`src/rtl/shift_rows_stage_pkg.sv`:
```
// Shared helpers for the ShiftRows stage: row offsets, byte indexing, legal block
// widths and the handshake state encoding.
package shift_rows_stage_pkg;

  // Bit n is set when NB = n columns is supported.
  localparam logic [8:0] NB_LEGAL = 9'b1_0101_0000;

  typedef enum logic [1:0] {
    ST_EMPTY,
    ST_ONE,
    ST_FULL
  } stage_state_e;

  function automatic bit nb_is_legal(input int nb);
    if (nb < 0 || nb > 8) return 1'b0;
    return NB_LEGAL[nb[3:0]];
  endfunction

  // Rijndael offsets: 0,1,2,3 for Nb = 4/6 and 0,1,3,4 for Nb = 8.
  function automatic int row_offset(input int nb, input int r);
    if (r == 0) return 0;
    if (nb == 8 && r > 1) return r + 1;
    return r;
  endfunction

  function automatic int byte_idx(input int r, input int c);
    return 4 * c + r;
  endfunction

endpackage

```
`src/rtl/shift_rows_stage_rows_permute.sv`:
```
// Combinational ShiftRows / InvShiftRows byte permutation for an NB-column state.
// Pure wiring plus one 2:1 mux per byte; inv selects the direction per beat.
module rows_permute
  import shift_rows_stage_pkg::*;
#(
  parameter int NB = 4
) (
  input  logic [0:32*NB-1] in,
  input  logic             inv,
  output logic [0:32*NB-1] out
);

  if (!nb_is_legal(NB)) begin : g_bad_nb
    $error("rows_permute: NB must be 4, 6 or 8");
  end

  for (genvar c = 0; c < NB; c++) begin : g_col
    for (genvar r = 0; r < 4; r++) begin : g_row
      localparam int S       = row_offset(NB, r);
      localparam int SRC_FWD = (c + S) % NB;
      localparam int SRC_INV = (c - S + NB) % NB;

      assign out[8*byte_idx(r, c) +: 8] = inv ? in[8*byte_idx(r, SRC_INV) +: 8]
                                              : in[8*byte_idx(r, SRC_FWD) +: 8];
    end
  end

endmodule

```
`src/rtl/shift_rows_stage.sv`:
```
// Registered ShiftRows / InvShiftRows pipeline stage with a two-entry skid buffer.
// Data is permuted before capture, so both registers hold already-shifted state.
module shift_rows_stage
  import shift_rows_stage_pkg::*;
#(
  parameter int NB    = 4,
  parameter int TAG_W = 4
) (
  input  logic             clk,
  input  logic             rst,
  input  logic             in_valid,
  output logic             in_ready,
  input  logic [0:32*NB-1] in_data,
  input  logic             in_inv,
  input  logic [TAG_W-1:0] in_tag,
  output logic             out_valid,
  input  logic             out_ready,
  output logic [0:32*NB-1] out_data,
  output logic [TAG_W-1:0] out_tag
);

  if (TAG_W < 1) begin : g_bad_tag
    $error("shift_rows_stage: TAG_W must be at least 1");
  end

  stage_state_e     state;
  logic [0:32*NB-1] shifted;
  logic [0:32*NB-1] skid_data;
  logic [TAG_W-1:0] skid_tag;
  logic             in_xfer;
  logic             out_xfer;

  assign in_xfer  = in_valid & in_ready;
  assign out_xfer = out_valid & out_ready;

  rows_permute #(.NB(NB)) u_permute (
    .in  (in_data),
    .inv (in_inv),
    .out (shifted)
  );

  // out_data/out_tag are the main register; in_ready is registered so that
  // out_ready never reaches it combinationally.
  always_ff @(posedge clk) begin
    if (rst) begin
      state     <= ST_EMPTY;
      in_ready  <= 1'b0;
      out_valid <= 1'b0;
      out_data  <= '0;
      out_tag   <= '0;
      skid_data <= '0;
      skid_tag  <= '0;
    end else begin
      in_ready <= 1'b1;
      case (state)
        ST_EMPTY: begin
          if (in_xfer) begin
            out_data  <= shifted;
            out_tag   <= in_tag;
            out_valid <= 1'b1;
            state     <= ST_ONE;
          end
        end
        ST_ONE: begin
          if (in_xfer && out_xfer) begin
            out_data <= shifted;
            out_tag  <= in_tag;
          end else if (in_xfer) begin
            skid_data <= shifted;
            skid_tag  <= in_tag;
            in_ready  <= 1'b0;
            state     <= ST_FULL;
          end else if (out_xfer) begin
            out_valid <= 1'b0;
            state     <= ST_EMPTY;
          end
        end
        ST_FULL: begin
          if (out_xfer) begin
            out_data <= skid_data;
            out_tag  <= skid_tag;
            state    <= ST_ONE;
          end else begin
            in_ready <= 1'b0;
          end
        end
        default: begin
          out_valid <= 1'b0;
          state     <= ST_EMPTY;
        end
      endcase
    end
  end

endmodule

```
`config.mk`:
```
export PLATFORM = sky130hd
export DESIGN_NAME = shift_rows_stage
export DESIGN_NICKNAME = d
export VERILOG_FILES = /design/src/rtl/shift_rows_stage_pkg.sv /design/src/rtl/shift_rows_stage_rows_permute.sv /design/src/rtl/shift_rows_stage.sv
export SDC_FILE = /design/constraint.sdc
export NUM_CORES = 1
export LEC_CHECK = 0
export BUFFER_PORTS_ARGS = -buffer_cell sky130_fd_sc_hd__buf_2
export CORE_UTILIZATION = 49
export CTS_CLUSTER_DIAMETER = 60
export DETAILED_ROUTE_END_ITERATION = 10
export PLACE_DENSITY = 0.81
export SLEW_MARGIN = 20
export SYNTH_ARGS = -nofsm -noshare
export SYNTH_HDL_FRONTEND = slang
export SYNTH_SLANG_ARGS = --single-unit
export TNS_END_PERCENT = 20
```
`constraint.sdc`:
```
create_clock -name clk -period 1.7 [get_ports clk]
set_input_delay 0.17 -clock clk [delete_from_list [all_inputs] [get_ports clk]]
set_output_delay 0.17 -clock clk [all_outputs]
set_load 0.1 [all_outputs]
```
==> Word-level counts from Yosys, hierarchy flattened <==
Index checks and enable logic that the tools add are counted.
{ "totals": {"register_bits": 268, "latchBits": 0, "mem_bits_rw": 0, "mem_bits_ro": 0, "out_inout_bits": 134, "mem_count": 0} }
{ "classes": {"add_sub_neg": 0, "mul": 0, "n_div": 0, "magnitude_cmp": 0, "eq_ne": 9, "n_shift": 0, "n_mux": 31, "bitwise": 4, "reduce_logical": 7} }
{ "ops": {"columns": ["operator", "n"], "rows": [
  ["128-bit 2-to-1 mux", 3],
  ["128-bit case mux with 3 select lines", 1],
  ["8-bit 2-to-1 mux", 8],
  ["4-bit 2-to-1 mux", 3],
  ["2-bit inequality test (second input constant)", 6],
  ["4-bit case mux with 3 select lines", 1],
  ["2-bit 2-to-1 mux", 5],
  ["4-bit AND reduction", 2],
  ["1-bit 2-to-1 mux", 7],
  ["2-bit case mux with 3 select lines", 1],
  ["5-bit AND reduction", 1],
  ["3-bit inequality test (second input constant)", 1],
  ["1-bit case mux with 3 select lines", 1],
  ["3-bit AND reduction", 1],
  ["3-bit nonzero test", 1],
  ["1-bit bitwise AND", 2],
  ["2-bit by 1-bit equality test with 1-bit output (second input constant)", 1],
  ["2-bit equality test (second input constant)", 1],
  ["2-bit logical NOT", 1],
  ["1-bit NOT", 2],
  ["1-bit case mux with 2 select lines", 1],
  ["1-bit logical AND", 1]
]} }

==> Longest topological paths before layout <==
Gate-level depths: netlist of run 1.
{ "logic_depth": {"depth_word": 5, "mapped_depth": 10, "depth_no_buf": 6} }

==> Modules after synthesis <==
A second synthesis of run 1 with hierarchy kept.
{ "hier_totals": {"hier_cells": 1465, "area_unflattened_um2": 13764.5} }
{ "by_module_without_submodules": {"columns": ["module", "n_inst", "cells_each", "area_each_um2"], "rows": [
  ["shift_rows_stage", 1, 1330, 12206.7],
  ["rows_permute", 1, 135, 1557.7]
]} }

==> Least setup slack after synthesis of run 1 <==
No wires, ideal clock.
{ "synth_path": {"path_type": "register -> register", "startpoint": "reg out_valid", "endpoint": "reg out_data[66] in the netlist's numbering", "setup_time_ps": 134, "arrival_ps": 2168, "required_ps": 1566, "slack_ps": -602, "stages_incl_launch_ff": 8, "path_buffers": 3, "cell_sequence": "dfxtp_1 nand2_2 a22o_1 buf_2 nor2_4 buf_6 buf_6 a211oi_1"} }
{ "synth_via": {"elab_chain_len": 4, "elab_cells_between_ends": 5} }
{ "synth_lines": {"columns": ["element", "line_no", "rtl"], "rows": [
  ["start: declaration", "shift_rows_stage.sv:16", "output logic out_valid,"],
  ["start signal: assignment", "shift_rows_stage.sv:48", "out_valid <= 1'b0;"],
  ["start signal: assignment", "shift_rows_stage.sv:60", "out_valid <= 1'b1;"],
  ["start signal: assignment", "shift_rows_stage.sv:74", "out_valid <= 1'b0;"],
  ["1-bit bitwise AND (*)", "shift_rows_stage.sv:34", "assign out_xfer = out_valid & out_ready;"],
  ["1-bit logical AND", "shift_rows_stage.sv:65", "if (in_xfer && out_xfer) begin"],
  ["2-bit inequality test (no line)", null, null],
  ["4-bit AND reduction (no line) (*)", null, null],
  ["end signal: assignment", "shift_rows_stage.sv:58", "out_data <= shifted;"],
  ["end signal: assignment", "shift_rows_stage.sv:66", "out_data <= shifted;"],
  ["end signal: assignment", "shift_rows_stage.sv:80", "out_data <= skid_data;"],
  ["end: declaration", "shift_rows_stage.sv:18", "output logic [0:32*NB-1] out_data,"]
]} }
Every way passes the cells marked *; elsewhere a longest branch is shown, timed or not.
A chain may end at the register's enable or synchronous reset.

==> Worst setup path in the final report of run 1 <==
{ "layout_path": {"startpoint": "reg state[0]", "endpoint": "reg out_data[87] in the netlist's numbering"} }
{ "layout_via": {"elab_chain_len": 3, "elab_cells_between_ends": 9} }
{ "layout_lines": {"columns": ["element", "line_no", "rtl"], "rows": [
  ["start: declaration", "shift_rows_stage.sv:26", "stage_state_e state;"],
  ["start signal: assignment", "shift_rows_stage.sv:46", "state <= ST_EMPTY;"],
  ["start signal: assignment", "shift_rows_stage.sv:61", "state <= ST_ONE;"],
  ["start signal: assignment", "shift_rows_stage.sv:72", "state <= ST_FULL;"],
  ["2-bit by 1-bit equality test with 1-bit output, or another cell as far along", "shift_rows_stage.sv:55", "case (state)"],
  ["2-bit inequality test (no line) or 3-bit nonzero test (tied branches)", null, null],
  ["4-bit AND reduction (no line)", null, null]
]} }
Several ways; a longest one is shown, not always the timed one.

==> metrics.json, run 1 <==
{
  "vdd_ir_drop_max_mv": 1.883,
  "wl_per_cell_um": 20.31,
  "vias_per_cell": 5.978,
  "number_of_buffers_between_clock_root_and_the_deepest_sink": 3,
  "nNetsFinal": 1829,
  "timing.hold.worst.class": "in -> reg",
  "global_route_wire_length_before_repair_um": 56000,
  "core_region_area_mm2": 0.02285,
  "wirelength_um": 41060,
  "gr-usage-met3_pct": 5.083,
  "grt.met1_usage_pct": 35.36,
  "start_util_pct": 50.56,
  "detail_route.drc_violations": 0,
  "post-route-period-util_pct": 106.2,
  "synthFlopType": "dfxtp_1",
  "cp-end-kind": "register",
  "worst_path_most_repeated_cell": "buf_6",
  "cts.sink_count": 268,
  "number_of_global_route_vias_before_repair": 10990,
  "die_area_mm2": 0.02419,
  "dpl_worst_slack_ps": -172.5,
  "die_w_um": 155.5,
  "port_buffers": 270,
  "antenna_cells_inserted": 0,
  "cp_slowest_cell": "dfxtp_4",
  "top_usage_layer": "met2",
  "final_hold_viol_count": 0,
  "gate_count_post_synth": 1360,
  "detailedPlacementHpwl_um": 20920,
  "slew_violations": 0,
  "drive_above_1_share_pct": 32.83,
  "drt_first_iter_violations": 1045,
  "area_growth_syn_to_layout_pct": 43.20,
  "sequential_area_share_after_synthesis_pct": 46.45,
  "critical_path.cell_chain": "inv_4 > ha_4 > buf_6 > a22oi_4 > buf_6 > buf_6 > a21oi_1 > a211oi_1",
  "grt_util_met2_pct": 48.88,
  "minimum_clock_period_after_layout_ps": 1806,
  "route.antenna.remaining_nets": 0,
  "clockRootBuffer": "clkbuf_16",
  "path_max_fanout": 6,
  "worst_pin_slew_ps": 568.8,
  "totalNegativeSetupSlack_ps": -1198,
  "globalRouteTotalUtil_pct": 28.37,
  "boundaryPins": 271,
  "postSynth.asyncResetShare_pct": 0,
  "slowest_delay_ps": 380,
  "cts_tree": "built",
  "failed_checks": "setup timing",
  "timing.setup.critical_path_class": "reg -> reg",
  "setup_slack_ps": -105.6,
  "grt_max_degree": 102,
  "synth_area_mm2": 0.01155,
  "p_leak_nw": 6.332,
  "number_of_enable_type_register_cells_in_the_synthesized_netlist": 0,
  "cellPowerDensity_mw_per_mm2": 2170,
  "gr-total-overflow": 0,
  "number_of_buffers_added_by_the_clock_tree_synthesis_step": 29,
  "layout.filler_cells": 1556,
  "relSlewSlack_pct": 62.08,
  "cp-start-kind": "register",
  "synth.lib_cells_used.distinct": 30,
  "clk-insertion-delay-late_ps": 530,
  "rsz_0062_raised_after_global_routing": "yes",
  "power_mw": 35.90,
  "antenna_violations_before_repair": 0,
  "worstPathArrival_ps": 2240,
  "clkTransAtPathRegs_ps": 60,
  "cts_max_level": 1,
  "run_status": "complete, but fails checks",
  "ys.warnings.count": 0,
  "ys_ff_latch": 268,
  "floorplan.die.height_um": 155.5,
  "via_count_of_the_routed_design": 12090,
  "rows": 55,
  "postSynthNetCount": 1501,
  "setup_viol_count_final": 48,
  "drv.max_cap_violation_count": 0,
  "drt_first_pass_iters": 6,
  "finalClockSkew_ps": 13.97,
  "post_synth.cell_area_avg_um2": 8.493,
  "max_freq_ghz": 0.5538,
  "cp.required_ps": 2130,
  "gpl.final_weighted_congestion": 0.8068
}
per-stage QoR:
step	utilization, %	instance area (µm²)	cells	hold WS, ps
after detailed placement	59.43	13580	1870	426.6
after floorplan	-	11570	1360	306.0
final	72.40	16540	2022	23.36
after global placement	59.43	13580	1870	420.4
after global routing	72.40	16540	2022	48.53
after CTS	67.63	15450	1997	12.46
critical path, delay by kind of cell (launching register included):
kind                     cells  cell delay (ps)
AO/OA/AOI/OAI                3              610
buffers and inverters        4              540
flip-flops                   1              380
adder cells (fa/ha/maj)      1              170
power breakdown:
group / switching [mW] / leakage, nW / internal [mW] / total (mW)
Clock: 2.57 / 0.461 / 3.57 / 6.14
Sequential: 1.09 / 2.19 / 7.94 / 9.03
Combinational: 15.6 / 3.68 / 5.15 / 20.7
Total: 19.2 / 6.33 / 16.7 / 35.9
final cells by class:
| class | count | area, µm² | share of cell area (%) |
|---|---|---|---|
| flip-flops and latches | 268 | 5380 | 32.53 |
| well taps | 313 | 391.6 | 2.368 |
| inverters | 2 | 12.51 | 0.07564 |
| clock buffers | 45 | 885.9 | 5.356 |
| multi-input cells | 952 | 6206 | 37.52 |
| clock inverters | 7 | 45.04 | 0.2723 |
| repair buffers | 435 | 3620 | 21.88 |
synthesized netlist by cell type (2+ instances only):
master	count	area share (%)
dfxtp_1	268	46
a21oi_1	202	8.8
nand2_1	201	6.5
a211oi_1	132	8.6
mux2i_1	132	11
o21ai_0	130	5.6
buf_2	70	3.0
nand3_1	66	2.9
nor2_1	65	2.1
clkbuf_1	59	1.9
buf_4	6	0.39
ha_1	4	0.43
buf_6	3	0.29
o31ai_1	3	0.19
a22o_1	2	0.15
inv_1	2	0.065
nor3_1	2	0.087
state kept, by name, indices dropped and copies added, names as in the netlist:
register,flops
in_ready,1
out_data,128
out_tag,4
out_valid,1
skid_data,128
skid_tag,4
state,2
placed cells by master (no fill, tap or decap), types with 2 or more instances in the layout:
master / count
buf_2: 268
dfxtp_1: 264
o21ai_0: 124
o21ai_1: 5
buf_16: 9
a21oi_1: 154
mux2i_2: 5
a21oi_4: 3
o31ai_1: 3
buf_8: 4
nor2_1: 64
nand2_1: 201
nor2_4: 2
nand3_2: 6
clkbuf_16: 43
dfxtp_4: 4
a211oi_1: 65
clkbuf_8: 11
dlygate4sd3_1: 68
inv_4: 2
clkinv_2: 4
mux2i_1: 127
nand3_1: 60
clkbuf_1: 6
a21oi_2: 46
a211oi_2: 66
buf_4: 27
ha_4: 3
buf_6: 18
nor3_1: 2
buf_12: 26
cell families after synthesis:
logic type / synth area share [%]
simple gates: 12.10
mux: 11.44
compound gates: 23.88
flops: 46.45
buf+inv: 5.698
fa+ha+maj: 0.4333
repair_timing:
item / in CTS / in global routing
buffers inserted: 3 / 8
hold buffers: 68 / 0
resized for setup: 33 / 150
cloned: 4 / 18
endpoints found under the setup margin: 207 / 172
endpoints found under the hold margin: 110 / 0
pin swaps: 11 / 90
per-layer routing:
metal / vias to the layer above / share of wire, %
li1: 5516 / -
met1: 5753 / 39
met2: 652 / 49
met3: 166 / 7.3
met4: 0 / 4.8
met5: - / 0
worst paths after layout:
check                           slack [ps]        endpoint          start  cells past startpoint
worst min register to register         450   skid_data[99]  skid_data[99]                      2
worst max-delay path                  -110    out_data[87]       state[0]                      8
worst min-delay path                    20  skid_data[120]    in_data[88]                      3
worst max register to register        -110    out_data[87]       state[0]                      8
Power figures use the tool's default switching activity.
==> inputs of run 2 (changes only) <==
--- a/config.mk
+++ b/config.mk
@@ -6,6 +6,7 @@
 export NUM_CORES = 1
 export LEC_CHECK = 0
 export BUFFER_PORTS_ARGS = -buffer_cell sky130_fd_sc_hd__buf_2
+export CORE_MARGIN = 2
 export CORE_UTILIZATION = 49
 export CTS_CLUSTER_DIAMETER = 60
 export DETAILED_ROUTE_END_ITERATION = 10
==> metrics.json, run 2 (synthesis results as in run 1) <==
{
  "run_status": "complete, but fails checks",
  "failed_checks": "setup timing",
  "layout.cells.most_common_list": "buf_2, dfxtp_1, nand2_1",
  "worst_path_most_repeated_cell": "buf_12",
  "via_count_of_the_routed_design": {"value": 11550, "change": "-4.4%"},
  "antenna_violations_before_repair": {"value": 2, "change": "+2"},
  "cellPowerDensity": {"value": 2138, "unit": "mW/mm²", "change": "-1.5%"},
  "vias_per_cell": {"value": 5.753, "change": "-3.8%"},
  "globalRouteTotalUtil": {"value": 27.26, "unit": "%", "change": "-1.1 points"},
  "top_regs": "out_data: 128 flops, skid_data: 128 flops",
  "final_common_cell": "buf_2",
  "number_of_global_route_vias_before_repair": {"value": 11140, "change": "+1.4%"},
  "route.antenna.remaining_nets": {"value": 0, "change": "unchanged"},
  "gr-usage-met3": {"value": 5.782, "unit": "%", "change": "+0.70 points"},
  "rsz_0062_raised_after_global_routing": "yes",
  "start_util": {"value": 49.51, "unit": "%", "change": "-1.1 points"},
  "grt_max_degree": {"value": 65, "change": "-36%"},
  "worst_pin_slew": {"value": 542.5, "unit": "ps", "change": "-26.32 ps"},
  "timing.setup.critical_path_class": "reg -> reg",
  "drt_first_pass_iters": {"value": 6, "change": "unchanged"},
  "cp_slowest_cell": "dfxtp_2",
  "setup_viol_count_final": {"value": 2, "change": "-96%"},
  "max_freq": {"value": 0.5818, "unit": "GHz", "change": "+5.0%"},
  "ff_latch_area": {"value": 0.005378, "unit": "mm²", "change": "about the same"},
  "internal_power": {"value": 16.02, "unit": "mW", "change": "-3.8%"},
  "cts_max_level": {"value": 1, "change": "unchanged"},
  "dpl-instance-area": {"value": 0.01367, "unit": "mm²", "change": "+0.66%"},
  "power_frac_seq": {"value": 26.2, "unit": "%", "change": "+1.0 points"},
  "drv.max_cap_violation_count": {"value": 0, "change": "unchanged"},
  "setup_slack": {"value": -18.87, "unit": "ps", "change": "+86.73 ps"},
  "worstPathArrival": {"value": 2160, "unit": "ps", "change": "-80 ps"},
  "cp.required": {"value": 2140, "unit": "ps", "change": "about the same"},
  "port_buffers": {"value": 270, "change": "unchanged"},
  "net-switching-power": {"value": 17.99, "unit": "mW", "change": "-6.5%"},
  "area_growth_syn_to_layout_pct": 37.73,
  "timing.hold.worst.class": "in -> reg",
  "clockRootBuffer": "clkbuf_16",
  "global_route_wire_length_before_repair": {"value": 55010, "unit": "µm", "change": "-1.8%"},
  "die_area": {"value": 0.02482, "unit": "mm²", "change": "+2.6%"},
  "grt.met1_usage": {"value": 32.75, "unit": "%", "change": "-2.6 points"},
  "critical_path.cell_chain": "inv_2 > ha_4 > nand3_4 > o22ai_4 > buf_12 > buf_12 > a21oi_1 > a211oi_1",
  "path_max_fanout": {"value": 25, "change": "+19"},
  "post-route-period-util": {"value": 101.1, "unit": "%", "change": "-5.1 points"},
  "cp-end-kind": "register",
  "drive_above_1_share": {"value": 27.13, "unit": "%", "change": "-5.7 points"},
  "die_w": {"value": 157.5, "unit": "µm", "change": "+1.3%"},
  "grt_util_met2": {"value": 46.91, "unit": "%", "change": "-2.0 points"},
  "totalNegativeSetupSlack": {"value": -34.51, "unit": "ps", "change": "+1164 ps"},
  "minimum_clock_period_after_layout": {"value": 1719, "unit": "ps", "change": "-86.73 ps"},
  "finalClockSkew": {"value": 13.18, "unit": "ps", "change": "-0.7871 ps"},
  "core_region_area": {"value": 0.02333, "unit": "mm²", "change": "+2.1%"},
  "power.combinational.fraction": {"value": 54.5, "unit": "%", "change": "-3.2 points"},
  "top_usage_layer": "met2",
  "slew_violations": {"value": 0, "change": "unchanged"},
  "number_of_buffers_added_by_the_clock_tree_synthesis_step": {"value": 28, "change": "-3.4%"},
  "finalCoreUtilization": {"value": 68.18, "unit": "%", "change": "-4.2 points"},
  "p_leak": {"value": 6.142, "unit": "nW", "change": "-3.0%"},
  "fraction_of_power_consumed_by_the_clock_network": {"value": 19.3, "unit": "%", "change": "+2.2 points"},
  "hold_ws": {"value": 14.89, "unit": "ps", "change": "-8.474 ps"},
  "wl_per_cell": {"value": 18.17, "unit": "µm", "change": "-11%"},
  "netSwitchingFraction": {"value": 52.90, "unit": "%", "change": "-0.71 points"},
  "drt_first_iter_violations": {"value": 693, "change": "-34%"},
  "relSlewSlack": {"value": 64.08, "unit": "%", "change": "+2.0 points"},
  "final_hold_viol_count": {"value": 0, "change": "unchanged"},
  "cp-start-kind": "register",
  "cts_tree": "built",
  "rows": {"value": 56, "change": "+1.8%"},
  "floorplan.die.height": {"value": 157.5, "unit": "µm", "change": "+1.3%"},
  "detail_route.drc_violations": {"value": 0, "change": "unchanged"},
  "cts.sink_count": {"value": 268, "change": "unchanged"},
  "number_of_buffers_between_clock_root_and_the_deepest_sink": {"value": 3, "change": "unchanged"},
  "final_area": {"value": 0.01591, "unit": "mm²", "change": "-3.8%"},
  "vdd_ir_drop_max": {"value": 2.017, "unit": "mV", "change": "+7.1%"},
  "layout.filler_cells": {"value": 1703, "change": "+9.4%"},
  "detailedPlacementHpwl": {"value": 21560, "unit": "µm", "change": "+3.1%"},
  "multiInputGateArea": {"value": 0.005814, "unit": "mm²", "change": "-6.3%"},
  "nNetsFinal": {"value": 1809, "change": "-1.1%"},
  "power": {"value": 34.01, "unit": "mW", "change": "-5.2%"},
  "boundaryPins": {"value": 271, "change": "unchanged"},
  "wirelength": {"value": 36480, "unit": "µm", "change": "-11%"},
  "clkTransAtPathRegs": {"value": 60, "unit": "ps", "change": "about the same"},
  "gpl.final_weighted_congestion": {"value": 0.8210, "change": "+1.8%"},
  "gr-total-overflow": {"value": 0, "change": "unchanged"},
  "slowest_delay": {"value": 320, "unit": "ps", "change": "-60 ps"},
  "clk-insertion-delay-late": {"value": 540, "unit": "ps", "change": "about the same"}
}
run 2: cell types whose count changed in the layout (fill, tap and decap cells not counted), moves of 4 or more:
cell / delta
bufinv_16: +4
clkbuf_1: -4
buf_6: -9
clkbuf_16: -10
buf_12: +8
a21oi_1: +34
a21oi_2: -32
buf_8: -4
a211oi_2: -46
a211oi_1: +46
run 2: stage by stage:
step                cells  worst slack (ps)
floorplan            1360            -9.146
global placement     1877            -23.00
detailed placement   1877            -133.1
CTS                  2000            -29.06
global route         2008            -79.91
finish               2008            -18.87
run 2: worst max-delay path, delay by kind of cell (launching register included):
kind,cells,cell delay (ps)
adder cells (fa/ha/maj),1,160
flip-flops,1,320
AO/OA/AOI/OAI,3,540
buffers and inverters,3,460
AND/OR/NAND/NOR,1,110
run 2: final timing paths:
path / start / end / slack [ps] / cells after the start
setup / recovery: state[1] / out_data[70] / -20 / 8
hold / removal: in_data[26] / skid_data[122] / 10 / 3
setup reg to reg: state[1] / out_data[70] / -20 / 8
hold reg to reg: skid_data[52] / skid_data[52] / 460 / 2
run 2: layer usage:
metal	share of wire, %	routed length (µm)
met1	40	14560
met2	48	17650
met3	7.3	2675
met4	4.3	1578
met5	0.036	13
run 2: area by class of cell:
| type | instances | share of cell area [%] |
|---|---|---|
| timing repair buffer | 416 | 20.76 |
| multi-input combinational | 952 | 36.55 |
| clock inverter | 11 | 0.9831 |
| tap | 319 | 2.509 |
| inverter | 2 | 0.07865 |
| antenna | 1 | 0.01573 |
| sequential | 268 | 33.80 |
| clock buffer | 39 | 5.301 |
run 2: power groups by stage:
| stage | Combinational [mW] | Sequential, mW | Clock, mW |
|---|---|---|---|
| 3_3_place_gp | 17.1 | 8.86 | 0 |
| 4_1_cts | 17.7 | 8.82 | 6.65 |
| 6_report | 18.5 | 8.90 | 6.56 |
| 5_1_grt | 19.3 | 9.05 | 6.90 |
| 2_1_floorplan | 4.15 | 18.4 | 0 |
| 3_5_place_dp | 17.3 | 8.89 | 0 |
run 2: what timing repair did:
action | CTS | global route
hold endpoints to repair | 117 | 0
gates cloned | 3 | 4
endpoints found under the setup margin | 147 | 145
setup buffers | 2 | 3
gates resized for setup | 16 | 68
pin swaps | 5 | 29
hold buffers | 68 | 0
